--- src/rtl/time_set_ctrl.sv ---
// Button-driven time/alarm setting controller: debounces mode/inc buttons, runs the
// IDLE -> HOUR -> MIN setting FSM, and either rewrites the alarm or strobes a new clock time.
module time_set_ctrl #(
  parameter int DEBOUNCE_CYCLES = 16
) (
  input  logic       clk,
  input  logic       rst,
  input  logic       btn_mode,
  input  logic       btn_inc,
  input  logic       SW_alarm,
  input  logic [3:0] clk_u_min_in,
  input  logic [2:0] clk_z_min_in,
  input  logic [3:0] clk_u_hour_in,
  input  logic [1:0] clk_z_hour_in,
  output logic [3:0] set_u_min,
  output logic [2:0] set_z_min,
  output logic [3:0] set_u_hour,
  output logic [1:0] set_z_hour,
  output logic       clk_load,
  output logic [3:0] alarm_u_min,
  output logic [2:0] alarm_z_min,
  output logic [3:0] alarm_u_hour,
  output logic [1:0] alarm_z_hour,
  output logic [1:0] set_state,
  output logic       target_alarm
);

  localparam int CW = (DEBOUNCE_CYCLES > 2) ? $clog2(DEBOUNCE_CYCLES) : 1;
  localparam logic [CW-1:0] CNT_LAST = CW'(DEBOUNCE_CYCLES - 1);

  localparam logic [1:0] IDLE = 2'd0;
  localparam logic [1:0] HOUR = 2'd1;
  localparam logic [1:0] MIN  = 2'd2;

  logic [1:0] btn_raw;
  logic [1:0] press;

  assign btn_raw = {btn_inc, btn_mode};

  // Per button: 2-FF synchronizer, hold-time debounce, one-cycle pulse on accepted press.
  generate
    for (genvar gi = 0; gi < 2; gi++) begin : g_btn
      logic          sync1_reg, sync2_reg, deb_reg, deb_prev_reg, press_reg;
      logic [CW-1:0] cnt_reg;

      always_ff @(posedge clk or posedge rst) begin
        if (rst) begin
          sync1_reg    <= 1'b0;
          sync2_reg    <= 1'b0;
          deb_reg      <= 1'b0;
          deb_prev_reg <= 1'b0;
          press_reg    <= 1'b0;
          cnt_reg      <= '0;
        end else begin
          sync1_reg    <= btn_raw[gi];
          sync2_reg    <= sync1_reg;
          deb_prev_reg <= deb_reg;
          press_reg    <= deb_reg & ~deb_prev_reg;
          if (sync2_reg == deb_reg) begin
            cnt_reg <= '0;
          end else if (cnt_reg == CNT_LAST) begin
            deb_reg <= sync2_reg;
            cnt_reg <= '0;
          end else begin
            cnt_reg <= cnt_reg + 1'b1;
          end
        end
      end

      assign press[gi] = press_reg;
    end
  endgenerate

  logic       mode_p, inc_p;
  logic [1:0] state_reg;
  logic [3:0] wu_min, wu_hour;
  logic [2:0] wz_min;
  logic [1:0] wz_hour;

  assign mode_p = press[0];
  assign inc_p  = press[1];

  always_ff @(posedge clk or posedge rst) begin
    if (rst) begin
      state_reg    <= IDLE;
      target_alarm <= 1'b0;
      clk_load     <= 1'b0;
      wu_min       <= 4'd0;
      wz_min       <= 3'd0;
      wu_hour      <= 4'd0;
      wz_hour      <= 2'd0;
      alarm_u_min  <= 4'd0;
      alarm_z_min  <= 3'd0;
      alarm_u_hour <= 4'd0;
      alarm_z_hour <= 2'd0;
    end else begin
      clk_load <= 1'b0;
      case (state_reg)
        IDLE: begin
          if (mode_p) begin
            state_reg    <= HOUR;
            target_alarm <= SW_alarm;
            if (SW_alarm) begin
              wu_min  <= alarm_u_min;
              wz_min  <= alarm_z_min;
              wu_hour <= alarm_u_hour;
              wz_hour <= alarm_z_hour;
            end else begin
              wu_min  <= clk_u_min_in;
              wz_min  <= clk_z_min_in;
              wu_hour <= clk_u_hour_in;
              wz_hour <= clk_z_hour_in;
            end
          end
        end
        HOUR: begin
          // Mode wins over a coincident inc press.
          if (mode_p) begin
            state_reg <= MIN;
          end else if (inc_p) begin
            if (wz_hour == 2'd2 && wu_hour == 4'd3) begin
              wz_hour <= 2'd0;
              wu_hour <= 4'd0;
            end else if (wu_hour == 4'd9) begin
              wu_hour <= 4'd0;
              wz_hour <= wz_hour + 2'd1;
            end else begin
              wu_hour <= wu_hour + 4'd1;
            end
          end
        end
        MIN: begin
          if (mode_p) begin
            state_reg <= IDLE;
            if (target_alarm) begin
              alarm_u_min  <= wu_min;
              alarm_z_min  <= wz_min;
              alarm_u_hour <= wu_hour;
              alarm_z_hour <= wz_hour;
            end else begin
              clk_load <= 1'b1;
            end
          end else if (inc_p) begin
            if (wu_min == 4'd9) begin
              wu_min <= 4'd0;
              wz_min <= (wz_min == 3'd5) ? 3'd0 : wz_min + 3'd1;
            end else begin
              wu_min <= wu_min + 4'd1;
            end
          end
        end
        default: state_reg <= IDLE;
      endcase
    end
  end

  assign set_state  = state_reg;
  assign set_u_min  = wu_min;
  assign set_z_min  = wz_min;
  assign set_u_hour = wu_hour;
  assign set_z_hour = wz_hour;

endmodule
--- config.mk ---
export PLATFORM = sky130hd
export DESIGN_NAME = time_set_ctrl
export DESIGN_NICKNAME = d
export VERILOG_FILES = /design/src/rtl/time_set_ctrl.sv
export SDC_FILE = /design/constraint.sdc
export NUM_CORES = 1
export LEC_CHECK = 0
export ABC_AREA = 1
export ABC_CLOCK_PERIOD_IN_PS = 3300
export BUFFER_PORTS_ARGS = -buffer_cell sky130_fd_sc_hd__buf_2
export CORE_ASPECT_RATIO = 0.6
export CORE_MARGIN = 5
export CORE_UTILIZATION = 61
export CTS_BUF_LIST = sky130_fd_sc_hd__clkbuf_8
export DETAILED_ROUTE_END_ITERATION = 16
export PLACE_DENSITY = 0.88
export SYNTH_ARGS = -nofsm -noshare
export SYNTH_HDL_FRONTEND = slang
export SYNTH_SLANG_ARGS = --single-unit
--- constraint.sdc ---
create_clock -name clk -period 3.3 [get_ports clk]
set_input_delay 0.495 -clock clk [delete_from_list [all_inputs] [get_ports clk]]
set_output_delay 0.495 -clock clk [all_outputs]
set_load 0.02 [all_outputs]
Word-level counts from Yosys, hierarchy flattened
Cells that the tools add are included.

word-level totals
  input port bits = 18
  register bits = 48
  output and inout port bits = 30
  word-level logic and storage cells = 106

operators by class
  add/sub/neg operators = 6
  equal/unequal tests = 20
  mux-type cells = 38
  reduce and logical (&&, ||, !) cells = 13
  bitwise gates (word level) = 6

operators with widths
  operator                                                          count
  4-bit two-way mux                                                 15
  2-bit two-way mux                                                 9
  3-bit two-way mux                                                 6
  4-bit by 1-bit adder with 4-bit output (second input constant)    4
  4-bit == test (second input constant)                             4
  2-bit inequality test (second input constant)                     8
  4-bit one-hot mux with 2 select lines                             2
  5-bit AND reduction                                               2
  4-bit AND reduction                                               2
  2-bit one-hot mux with 3 select lines                             1
  3-bit one-hot mux with 2 select lines                             1
  2-bit AND reduction                                               3
  3-bit AND reduction                                               2
  2-bit == test (second input constant)                             2
  4-bit by 2-bit == test with 1-bit output (second input constant)  1
  1-bit NOT                                                         4
  2-bit one-hot mux with 2 select lines                             1
  2-bit nonzero test                                                2
  3-bit by 1-bit adder with 3-bit output (second input constant)    1
  3-bit == test (second input constant)                             1
  1-bit two-way mux                                                 3
  3-bit inequality test (second input constant)                     1
  2-bit by 1-bit adder with 2-bit output (second input constant)    1
  1-bit AND                                                         2
  4 further kinds                                                   5

Longest topological paths before layout
Gate-level depths: netlist of the first run.

  depth in word-level cells = 6
  mapped depth = 8

Worst setup path after synthesis of the first run
Ideal clock, no wire load.

  path type = reg2reg
  start point = register state_reg[1] (netlist: set_state[1])
  end point = register alarm_u_min[3]
  arrival time = 1.211 ns
  buffers on the path = 1
  cell stages (with the launch flop) = 7
  period minus slack after synthesis = 1.333 ns
  slack = 1.967 ns
  data required time = 3.178 ns
  setup time = 0.122 ns
  path through = dfrtp_1 > inv_2 > nor2_4 > nand3_4 > buf_2 > nand2_1 > o21ai_1

between the ends
  longest elaborated chain between the ends = 2

RTL lines
  what                                  line  source
  from (decl)                           75    logic [1:0] state_reg;
  from (signal assigned)                85    state_reg <= IDLE;
  from (signal assigned)                101   state_reg <= HOUR;
  from (signal assigned)                119   state_reg <= MIN;
  2-bit == test                         98    case (state_reg)
  3-bit AND reduction (no source line)  n/a
  to (signal assigned)                  136   alarm_u_min <= wu_min;
  to (decl)                             20    output logic [3:0] alarm_u_min,

Every way passes these cells.
A chain may end at the register's enable or synchronous reset.

Worst setup path after layout of the first run
  start point = register state_reg[0] (netlist: set_state[0])
  end point = output set_state[0]

RTL lines
  what       line  source
  to (decl)  24    output logic [1:0] set_state,

No word-level cell between the ends.

==> results.md, run 1 <==
* Port buffer count at 47
* Synthesized flop and latch total at 48
* Die width at about 90 um
* Grt ovf at 0
* Post-CTS resize count at 0
* P_int at about 900 uW
* Layout net count at 359
* CP Cell Sequence: buf_2
* Fillcell total at approximately 270
* TritonCTS Buffers at 5
* Most frequent cells in the layout: nand2_1, dfrtp_1, buf_2
* Mapped Area at ~2300 um^2
* Area grow syn2layout at 15.6%
* Setup Fix Bufs, Post-CTS at 0
* Post-DP HPWL at about 3.8 mm
* CTS Hold Buffers Added at 0
* Initial antenna violation count at 0
* Period minus WS final at 1.56 ns
* Crit. End Element: primary output
* Vias in the first global route at between 2,000 and 2,500
* WP data required at 2.80 ns
* Final instance area at about 2700 um^2
* CTS tree: yes
* Worst-margin pin slew at around 0.97 ns
* Total core area at 3660 um^2
* Synth warnings at 0
* RSZ-0062 raised after global routing: false
* Die ar. at between 5000 and 6000 um^2
* Switching pwr at approximately 430 uW
* Crit share post-route at 47.2%
* Yosys cell types at 26
* Final Util at between 70% and 80%
* Worst skew pair latency at 0.30 ns
* Root buffer cell: clkbuf_8
* Io pins at 48
* Max reg flops at 8
* Largest net degree at the start of global routing at a little under 50
* Arrival @ worst endpoint at 1.06 ns
* Slew Limit Fails at 0
* Avg Vias per Cell at about 5.5
* Post-Syn Nets at 310
* Rows at 17
* Area leader, netlist: dfrtp_1
* Top cells by area, synth: dfrtp_1, nand2_1, nor2_1
* Worst-path clk slew at ~0.10 ns
* TritonRoute pass-1 iters at 5
* Switching Fraction at 33.0%
* Post-DRT Antenna Nets at 0
* Gpl congestion at about 0.86
* CP Launch Type: flip-flop
* Clock skew at between 0.006 and 0.007 ns
* Initial Utilization at a little under two thirds
* Antenna Diode Count at 0
* Wire length per cell at roughly 14 um
* Gr usage total at 22.1%
* Commonest non-fill, non-tap cell in the layout: nand2_1
* Worst hold-check path type: primary input to flip-flop
* Crit Path Class: flip-flop to primary output
* Slowest stage delay, CP at approximately 0.53 ns
* Syn_area_per_cell at between 8 and 9 um^2
* Final hold violation count at 0
* Placed inst area at between 2000 and 3000 um^2
* Worst path slowest cell: dfrtp_1
* Die height at slightly below 60 um
* FF/Latch Area at about 1200 um^2
* Syn Inst Count at 288
* Max cap viols at 0
* Relative slew slack at approximately a third
* Clk pwr share at between 20 and 30%
* Static leakage at 1.45 nW
* Total negative setup slack at 0 ns
* Fmax at 0.642 GHz
* Worst vdd ir at between 0.3 and 0.4 mV
* Sequential fraction of the synthesis area at around half
* Crit path max-delay family: flip-flops
* CP Max Fanout at 8
* Sink Count at 48
* Vias post-DR at about 2,100
* Residual DRC at 0
* Reg power frac at between 50% and 60%
* CP bufs+invs at 1
* Post-synth top area share at between 50% and 60%
* Power, Total at around 1.3 mW
* Area of the multi-input gates at about 990 um^2
* Pwr dens at 487 nW/um^2
* First-pass GRT wire length at 8.95 mm
* R2r setup slk at 1.82 ns
* Final setup violating endpoints at 0
* CTS Buffer Depth at 2
* Outcome: complete, no violations
* Combinational share of power at about 19%
* Drt initial violations at 225
* H-tree lvl count at 2
* Final wirelength at between 5 and 6 mm
* Final hold slack at 0.285 ns
* Layout cell share with drive strength beyond 1 at 19.8%
area by class of cell:
| class | count | share of cell area [%] |
|---|---|---|
| Clock inverter | 3 | 0.932 |
| Inverter | 29 | 4.06 |
| Multi-Input combinational cell | 206 | 36.7 |
| Tap cell | 47 | 2.19 |
| Clock buffer | 5 | 2.56 |
| Sequential cell | 48 | 44.8 |
| Timing Repair Buffer | 47 | 8.76 |
cells in the mapped netlist:
| master | count |
|---|---|
| o21ai_0 | 13 |
| nor2_1 | 41 |
| inv_2 | 4 |
| and2_1 | 2 |
| o22ai_1 | 1 |
| nand2_4 | 1 |
| nand3b_1 | 2 |
| nand3_4 | 1 |
| xor2_1 | 5 |
| buf_2 | 5 |
| ha_1 | 4 |
| nand3_2 | 1 |
| nor2_2 | 1 |
| nand2_1 | 78 |
| nor2_4 | 1 |
| o21bai_1 | 1 |
| nand4_1 | 4 |
| a21oi_1 | 9 |
| dfrtp_1 | 48 |
| o211ai_1 | 2 |
| o21ai_1 | 18 |
| nor3_1 | 1 |
| inv_1 | 25 |
| or2_2 | 1 |
| nand3_1 | 18 |
| nand2_2 | 1 |
routing by layer:
| layer | global-route usage, % | up-vias | share of wire [%] |
|---|---|---|---|
| met5 | 0 | - | 0 |
| met4 | 7.01 | 0 | 1.4 |
| met3 | 4.69 | 11 | 9.1 |
| met2 | 32.2 | 115 | 43 |
| met1 | 33.1 | 964 | 47 |
| li1 | - | 1021 | - |
path summary, 6_finish.rpt:
check,start,to,cells after the start
worst min register to register,g_btn[1].sync1_reg,g_btn[1].sync2_reg,0
min in group asynchronous,rst,alarm_u_min[1],2
worst max-delay path,set_state[0],set_state[0],1
worst min-delay path,btn_inc,g_btn[1].sync1_reg,1
worst max register to register,set_state[1],alarm_u_min[0],5
max in group asynchronous,rst,alarm_z_min[2],2
logic make-up (layout without fill, tap and decap cells):
logic type,after synthesis,in the layout,synth area share (%)
DFF,48,48,51.8
adders and majority gates,4,4,2.16
and+or+nand+nor,153,153,28.6
AOI/OAI and AO/OA,44,44,9.87
xor gates and xnor gates,5,5,1.89
buffers and inverters,34,84,5.77
per-stage QoR:
stage | std cells | worst slack (ns)
floorplan | 288 | 1.66
global placement | 377 | 1.79
detailed placement | 377 | 1.73
CTS | 385 | 1.74
global route | 385 | 1.69
finish | 385 | 1.74
power by group through the flow:
| stage | Sequential (mW) | Combinational, mW | Clock (mW) |
|---|---|---|---|
| global route | 0.693 | 0.284 | 0.393 |
| detailed placement | 0.696 | 0.251 | 0 |
| floorplan | 0.721 | 0.140 | 0 |
| finish | 0.686 | 0.253 | 0.367 |
| global placement | 0.694 | 0.244 | 0 |
| CTS | 0.685 | 0.253 | 0.371 |
No activity file was read; power rests on OpenSTA's default activity.
==> inputs of run 2 (changes only) <==
--- a/config.mk
+++ b/config.mk
@@ -6,14 +6,14 @@
 export NUM_CORES = 1
 export LEC_CHECK = 0
 export ABC_AREA = 1
-export ABC_CLOCK_PERIOD_IN_PS = 3300
+export ABC_CLOCK_PERIOD_IN_PS = 1630
 export BUFFER_PORTS_ARGS = -buffer_cell sky130_fd_sc_hd__buf_2
 export CORE_ASPECT_RATIO = 0.6
 export CORE_MARGIN = 5
-export CORE_UTILIZATION = 61
+export CORE_UTILIZATION = 56
 export CTS_BUF_LIST = sky130_fd_sc_hd__clkbuf_8
 export DETAILED_ROUTE_END_ITERATION = 16
-export PLACE_DENSITY = 0.88
+export PLACE_DENSITY = 0.81
 export SYNTH_ARGS = -nofsm -noshare
 export SYNTH_HDL_FRONTEND = slang
 export SYNTH_SLANG_ARGS = --single-unit
==> constraint.sdc (replaced) <==
create_clock -name clk -period 1.63 [get_ports clk]
set_input_delay 0.2445 -clock clk [delete_from_list [all_inputs] [get_ports clk]]
set_output_delay 0.2445 -clock clk [all_outputs]
set_load 0.02 [all_outputs]
==> results.md, run 2 (synthesis results as in run 1) <==
* Slowest stage delay, CP at between 0.4 and 0.5 ns
* Wire length per cell at 14.0 um
* Die width at just over 90 um
* Place WS at about 0.19 ns
* Gr usage total at a little over a fifth
* R2r setup slk at between 0.15 and 0.2 ns
* Layout cell share with drive strength beyond 1 at roughly 20%
* Setup Fix Bufs, Post-CTS at 0
* Port buffer count at 47
* CTS tree: yes
* RR Endpoint: alarm_u_min[2]
* Commonest non-fill, non-tap cell in the layout: nand2_1
* Worst path slowest cell: dfrtp_1
* Residual DRC at 0
* Static leakage at roughly 1.5 nW
* TritonCTS Buffers at 5
* Worst-margin pin slew at approximately 0.4 ns
* Crit. End Element: flip-flop
* Sink Count at between 40 and 50
* Vias post-DR at ~2,100
* Fillcell total at about 340
* Fmax at between 0.6 and 0.7 GHz
* Layout net count at around 360
* Total negative setup slack at 0 ns
* Relative slew slack at 73.6%
* Avg Vias per Cell at around 5.3
* Drt initial violations at around 150
* Hold Crit Endpoint: g_btn[0].sync1_reg
* Initial antenna violation count at 0
* Max cap viols at 0
* Outcome: complete, no violations
* CP Launch Type: flip-flop
* Crit path max-delay family: simple AND/OR/NAND/NOR gates
* Final setup margin at around 0.16 ns
* Worst skew pair latency at approximately 0.31 ns
* First-pass GRT wire length at roughly 9.3 mm
* Initial Utilization at a little under three fifths
* CP Cell Sequence: inv_2 > nor2_4 > nand3_4 > nand2_1 > o21ai_1
* Final setup violating endpoints at 0
* H-tree lvl count at 2
* Hold Crit Depth at 1
* Worst hold-check path type: primary input to flip-flop
* Most frequent cells in the layout: nand2_1, dfrtp_1, buf_2
* Slew Limit Fails at 0
* Io pins at 48
* CP bufs+invs at 1
* Worst vdd ir at approximately 0.67 mV
* Worst-path clk slew at roughly 0.090 ns
* Crit Path Class: flip-flop to flip-flop
* Largest net degree at the start of global routing at between 40 and 50
* Rows at 18
* Placed inst area at between 2000 and 3000 um^2
* Arrival @ worst endpoint at between 1.5 and 2 ns
* Die height at 59.9 um
* Die ar. at 5570 um^2
* Vias in the first global route at between 1,500 and 2,000
* CTS Buffer Depth at 2
* Total core area at approximately 4100 um^2
* Post-DRT Antenna Nets at 0
* Clock skew at 0.00688 ns
* Crit share post-route at about nine tenths
* Area grow syn2layout at 19.3%
* Hold_sp: btn_mode
* Final hold violation count at 0
* Post-DP HPWL at roughly 4.0 mm
* Pwr dens at roughly 1100 nW/um^2
* Period minus WS final at 1.47 ns
* Final wirelength at about 5.5 mm
* WP data required at approximately 1.8 ns
* Final instance area at about 2800 um^2
* Max reg flops at 8
* RSZ-0062 raised after global routing: false
* Gpl congestion at between 0.8 and 0.9
* FF-to-FF path depth at 5
* TritonRoute pass-1 iters at 4
* R2R Path Start: set_state[1]
* Root buffer cell: clkbuf_8
* Grt ovf at 0
* CP Max Fanout at 26
* Antenna Diode Count at 0
[run 2: timing repair]
item | 4_1_cts | 5_1_grt
hold endpoints to repair | 48 | 0
resized for setup | 0 | 0
hold buffers | 1 | 0
[run 2: power breakdown]
group	internal, mW	leakage (nW)	switching (mW)
clock network	0.617	0.0687	0.416
registers	1.27	0.589	0.116
logic	0.198	0.833	0.325
[run 2: worst max-delay path by stage]
stage                       from               to  slack (ns)  depth (start not counted)
detailed placement  set_state[1]     set_z_min[0]        0.19                          8
finish              set_state[1]   alarm_u_min[2]        0.16                          5
global route        set_state[0]     set_u_min[2]       0.005                          6
CTS                 set_state[1]     set_z_min[0]        0.18                          8
floorplan                    rst  alarm_u_hour[0]        0.24                          1
global placement    set_state[1]  alarm_u_hour[3]        0.25                          5
[run 2: per-stage QoR]
step	std cells	power (mW)	hold WS (ns)	utilization (%)
6_report	391	2.94	0.0348	68.3
5_1_grt	391	3.09	0.0372	68.3
4_1_cts	391	2.95	0.0352	68.3
3_5_place_dp	382	1.92	0.317	64.7
3_3_place_gp	382	1.91	0.301	64.7
2_1_floorplan	288	1.74	0.276	-
[run 2: cell type report]
type / instances / area (um^2) / area share, %
flip-flops and latches: 48 / 1200 / 43.4
well taps: 50 / 62.6 / 2.26
multi-input cells: 206 / 986 / 35.6
clock buffers: 5 / 68.8 / 2.49
repair buffers: 50 / 273 / 9.85
inverters: 29 / 109 / 3.93
clock inverters: 3 / 68.8 / 2.49
[run 2: routing by layer]
| layer | share of wire (%) | track usage (%) | vias to the layer above |
|---|---|---|---|
| li1 | - | - | 1028 |
| met1 | 48 | 31.1 | 937 |
| met2 | 42 | 32.8 | 88 |
| met3 | 8.7 | 5.79 | 8 |
| met4 | 1.3 | 6.05 | 0 |
| met5 | 0 | 0 | - |
==> inputs of run 3 (changes only) <==
--- a/config.mk
+++ b/config.mk
@@ -8,12 +8,14 @@
 export ABC_AREA = 1
 export ABC_CLOCK_PERIOD_IN_PS = 1630
 export BUFFER_PORTS_ARGS = -buffer_cell sky130_fd_sc_hd__buf_2
+export CELL_PAD_IN_SITES_DETAIL_PLACEMENT = 1
+export CELL_PAD_IN_SITES_GLOBAL_PLACEMENT = 2
 export CORE_ASPECT_RATIO = 0.6
 export CORE_MARGIN = 5
-export CORE_UTILIZATION = 56
+export CORE_UTILIZATION = 32
 export CTS_BUF_LIST = sky130_fd_sc_hd__clkbuf_8
 export DETAILED_ROUTE_END_ITERATION = 16
-export PLACE_DENSITY = 0.81
+export PLACE_DENSITY_LB_ADDON = 0.1
 export SYNTH_ARGS = -nofsm -noshare
 export SYNTH_HDL_FRONTEND = slang
 export SYNTH_SLANG_ARGS = --single-unit
==> results.md, run 3 (synthesis results as in run 1) <==
* CTS Buffer Depth at 2
* Antenna Diode Count at 0
* Area grow syn2layout at 21.0%
* Outcome: complete, no violations
* Root buffer cell: clkbuf_8
* Crit path max-delay family: simple AND/OR/NAND/NOR gates
* CTS tree: yes
* Total negative setup slack at 0 ns
* Layout cell share with drive strength beyond 1 at between 20 and 25%
* Final setup violating endpoints at 0
* Max cap viols at 0
* Hold Crit Endpoint: g_btn[0].sync1_reg
* H-tree lvl count at 2
* Die width at ~120 um
* Crit. End Element: flip-flop
* Avg Vias per Cell at around 4.7
* Crit share post-route at 90.2%
* Post-DP HPWL at roughly 5 mm
* Max reg flops at 8
* Sink Count at 48
* Slew Limit Fails at 0
* RR Endpoint: alarm_z_min[0]
* Rows at 24
* First-pass GRT wire length at approximately 11 mm
* Initial Utilization at around a third
* Final wirelength at ~6.8 mm
* CP Cell Sequence: nor2_4 > nand3_4 > nand2_1 > o21ai_1
* Gpl congestion at 0.782
* Die ar. at between 9000 and 10,000 um^2
* Static leakage at between 1 and 1.5 nW
* Commonest non-fill, non-tap cell in the layout: nand2_1
* Initial antenna violation count at 0
* Crit Path Class: flip-flop to flip-flop
* Clock skew at approximately 0.0063 ns
* Worst-path clk slew at 0.10 ns
* Setup Fix Bufs, Post-CTS at 0
* Arrival @ worst endpoint at between 1.5 and 2 ns
* Most frequent cells in the layout: nand2_1, dfrtp_1, buf_2
* Die height at about 76 um
* Vias in the first global route at approximately 2,100
* CP bufs+invs at 0
* CP Max Fanout at 26
* Vias post-DR at just over 2,000
* Worst vdd ir at about 0.46 mV
* Worst-margin pin slew at between 0.4 and 0.5 ns
* Total core area at between 7000 and 8000 um^2
* Period minus WS final at ~1.5 ns
* Relative slew slack at 68.3%
* RSZ-0062 raised after global routing: false
* Hold_sp: btn_mode
* Wire length per cell at 15.5 um
* Worst path slowest cell: dfrtp_1
* Slowest stage delay, CP at around 0.50 ns
* Layout net count at roughly 370
* Gr usage total at 15.8%
* Final hold violation count at 0
* Largest net degree at the start of global routing at between 40 and 50
* Port buffer count at 47
* Io pins at 48
* Fmax at 0.680 GHz
* TritonRoute pass-1 iters at 6
* Worst hold-check path type: primary input to flip-flop
* Drt initial violations at 76
* WP data required at roughly 1.8 ns
* Pwr dens at 975 nW/um^2
* CP Launch Type: flip-flop
* R2R Path Start: set_state[0]
* Residual DRC at 0
* R2r setup slk at about 0.16 ns
* TritonCTS Buffers at 5
* Post-DRT Antenna Nets at 0
* Hold Crit Depth at 1
* FF-to-FF path depth at 4
* Fillcell total at about 920
* Worst skew pair latency at 0.32 ns
* Grt ovf at 0
* Power, Total at between 2 and 3 mW
[run 3: cell types whose count changed in the layout (fill, tap and decap cells not counted)]
cell / delta
buf_4: +4
bufinv_16: -2
clkinv_4: +1
dfrtp_1: -1
dfrtp_2: +1
inv_6: +1
[run 3: how the worst max path moves through the flow]
stage / start / to / slack (ns) / depth (start not counted)
floorplan: rst / alarm_u_hour[0] / 0.24 / 1
global placement: set_state[1] / alarm_z_hour[1] / 0.17 / 5
detailed placement: set_state[1] / alarm_z_min[2] / 0.12 / 5
CTS: set_state[1] / alarm_z_min[0] / 0.10 / 5
global route: set_u_hour[1] / set_z_hour[0] / 0.004 / 7
finish: set_state[0] / alarm_z_min[0] / 0.16 / 4
[run 3: worst register-to-register path, delay by kind of cell (launching register included)]
kind | cells | cell delay (ns)
simple gates | 3 | 0.80
flops | 1 | 0.50
compound gates | 1 | 0.07
[run 3: per-layer routing]
layer / vias up / share of wire [%] / wire [um] / GRT usage (%)
li1: 1029 / - / - / -
met2: 39 / 39 / 2650 / 21.3
met3: 7 / 4.4 / 298 / 4.23
met1: 976 / 55 / 3730 / 24.2
met5: - / 0 / 0 / 0
met4: 0 / 1.4 / 93 / 5.14
[run 3: where the power goes]
group,total (mW),switching [mW],internal [mW]
clock,0.781,0.464,0.317
combinational,0.573,0.355,0.218
sequential,1.38,0.115,1.27
[run 3: final cells by class]
cell class	instances	area (um^2)	share of cell area, %
Inverter	29	109	3.88
Clock inverter	3	26.3	0.935
Multi-Input combinational cell	206	986	35.1
Timing Repair Buffer	54	303	10.8
Clock buffer	5	68.8	2.45
Sequential cell	48	1200	42.8
Tap cell	91	114	4.05
[run 3: timing repair]
action / CTS / global route
endpoints found under the setup margin: 0 / 13
resized for setup: 0 / 1
hold buffers: 1 / 0
hold endpoints to repair: 48 / 0
[run 3: stage by stage]
| stage | cell area [um^2] | utilization, % | setup WS, ns | hold WS, ns | cells |
|---|---|---|---|---|---|
| detailed placement | 2700 | 37.8 | 0.124 | 0.333 | 427 |
| floorplan | 2320 | - | 0.241 | 0.276 | 288 |
| global placement | 2700 | 37.8 | 0.166 | 0.314 | 427 |
| CTS | 2810 | 39.3 | 0.101 | 0.00922 | 436 |
| finish | 2810 | 39.3 | 0.159 | 0.0250 | 436 |
| global route | 2810 | 39.3 | 0.00431 | 0.00688 | 436 |
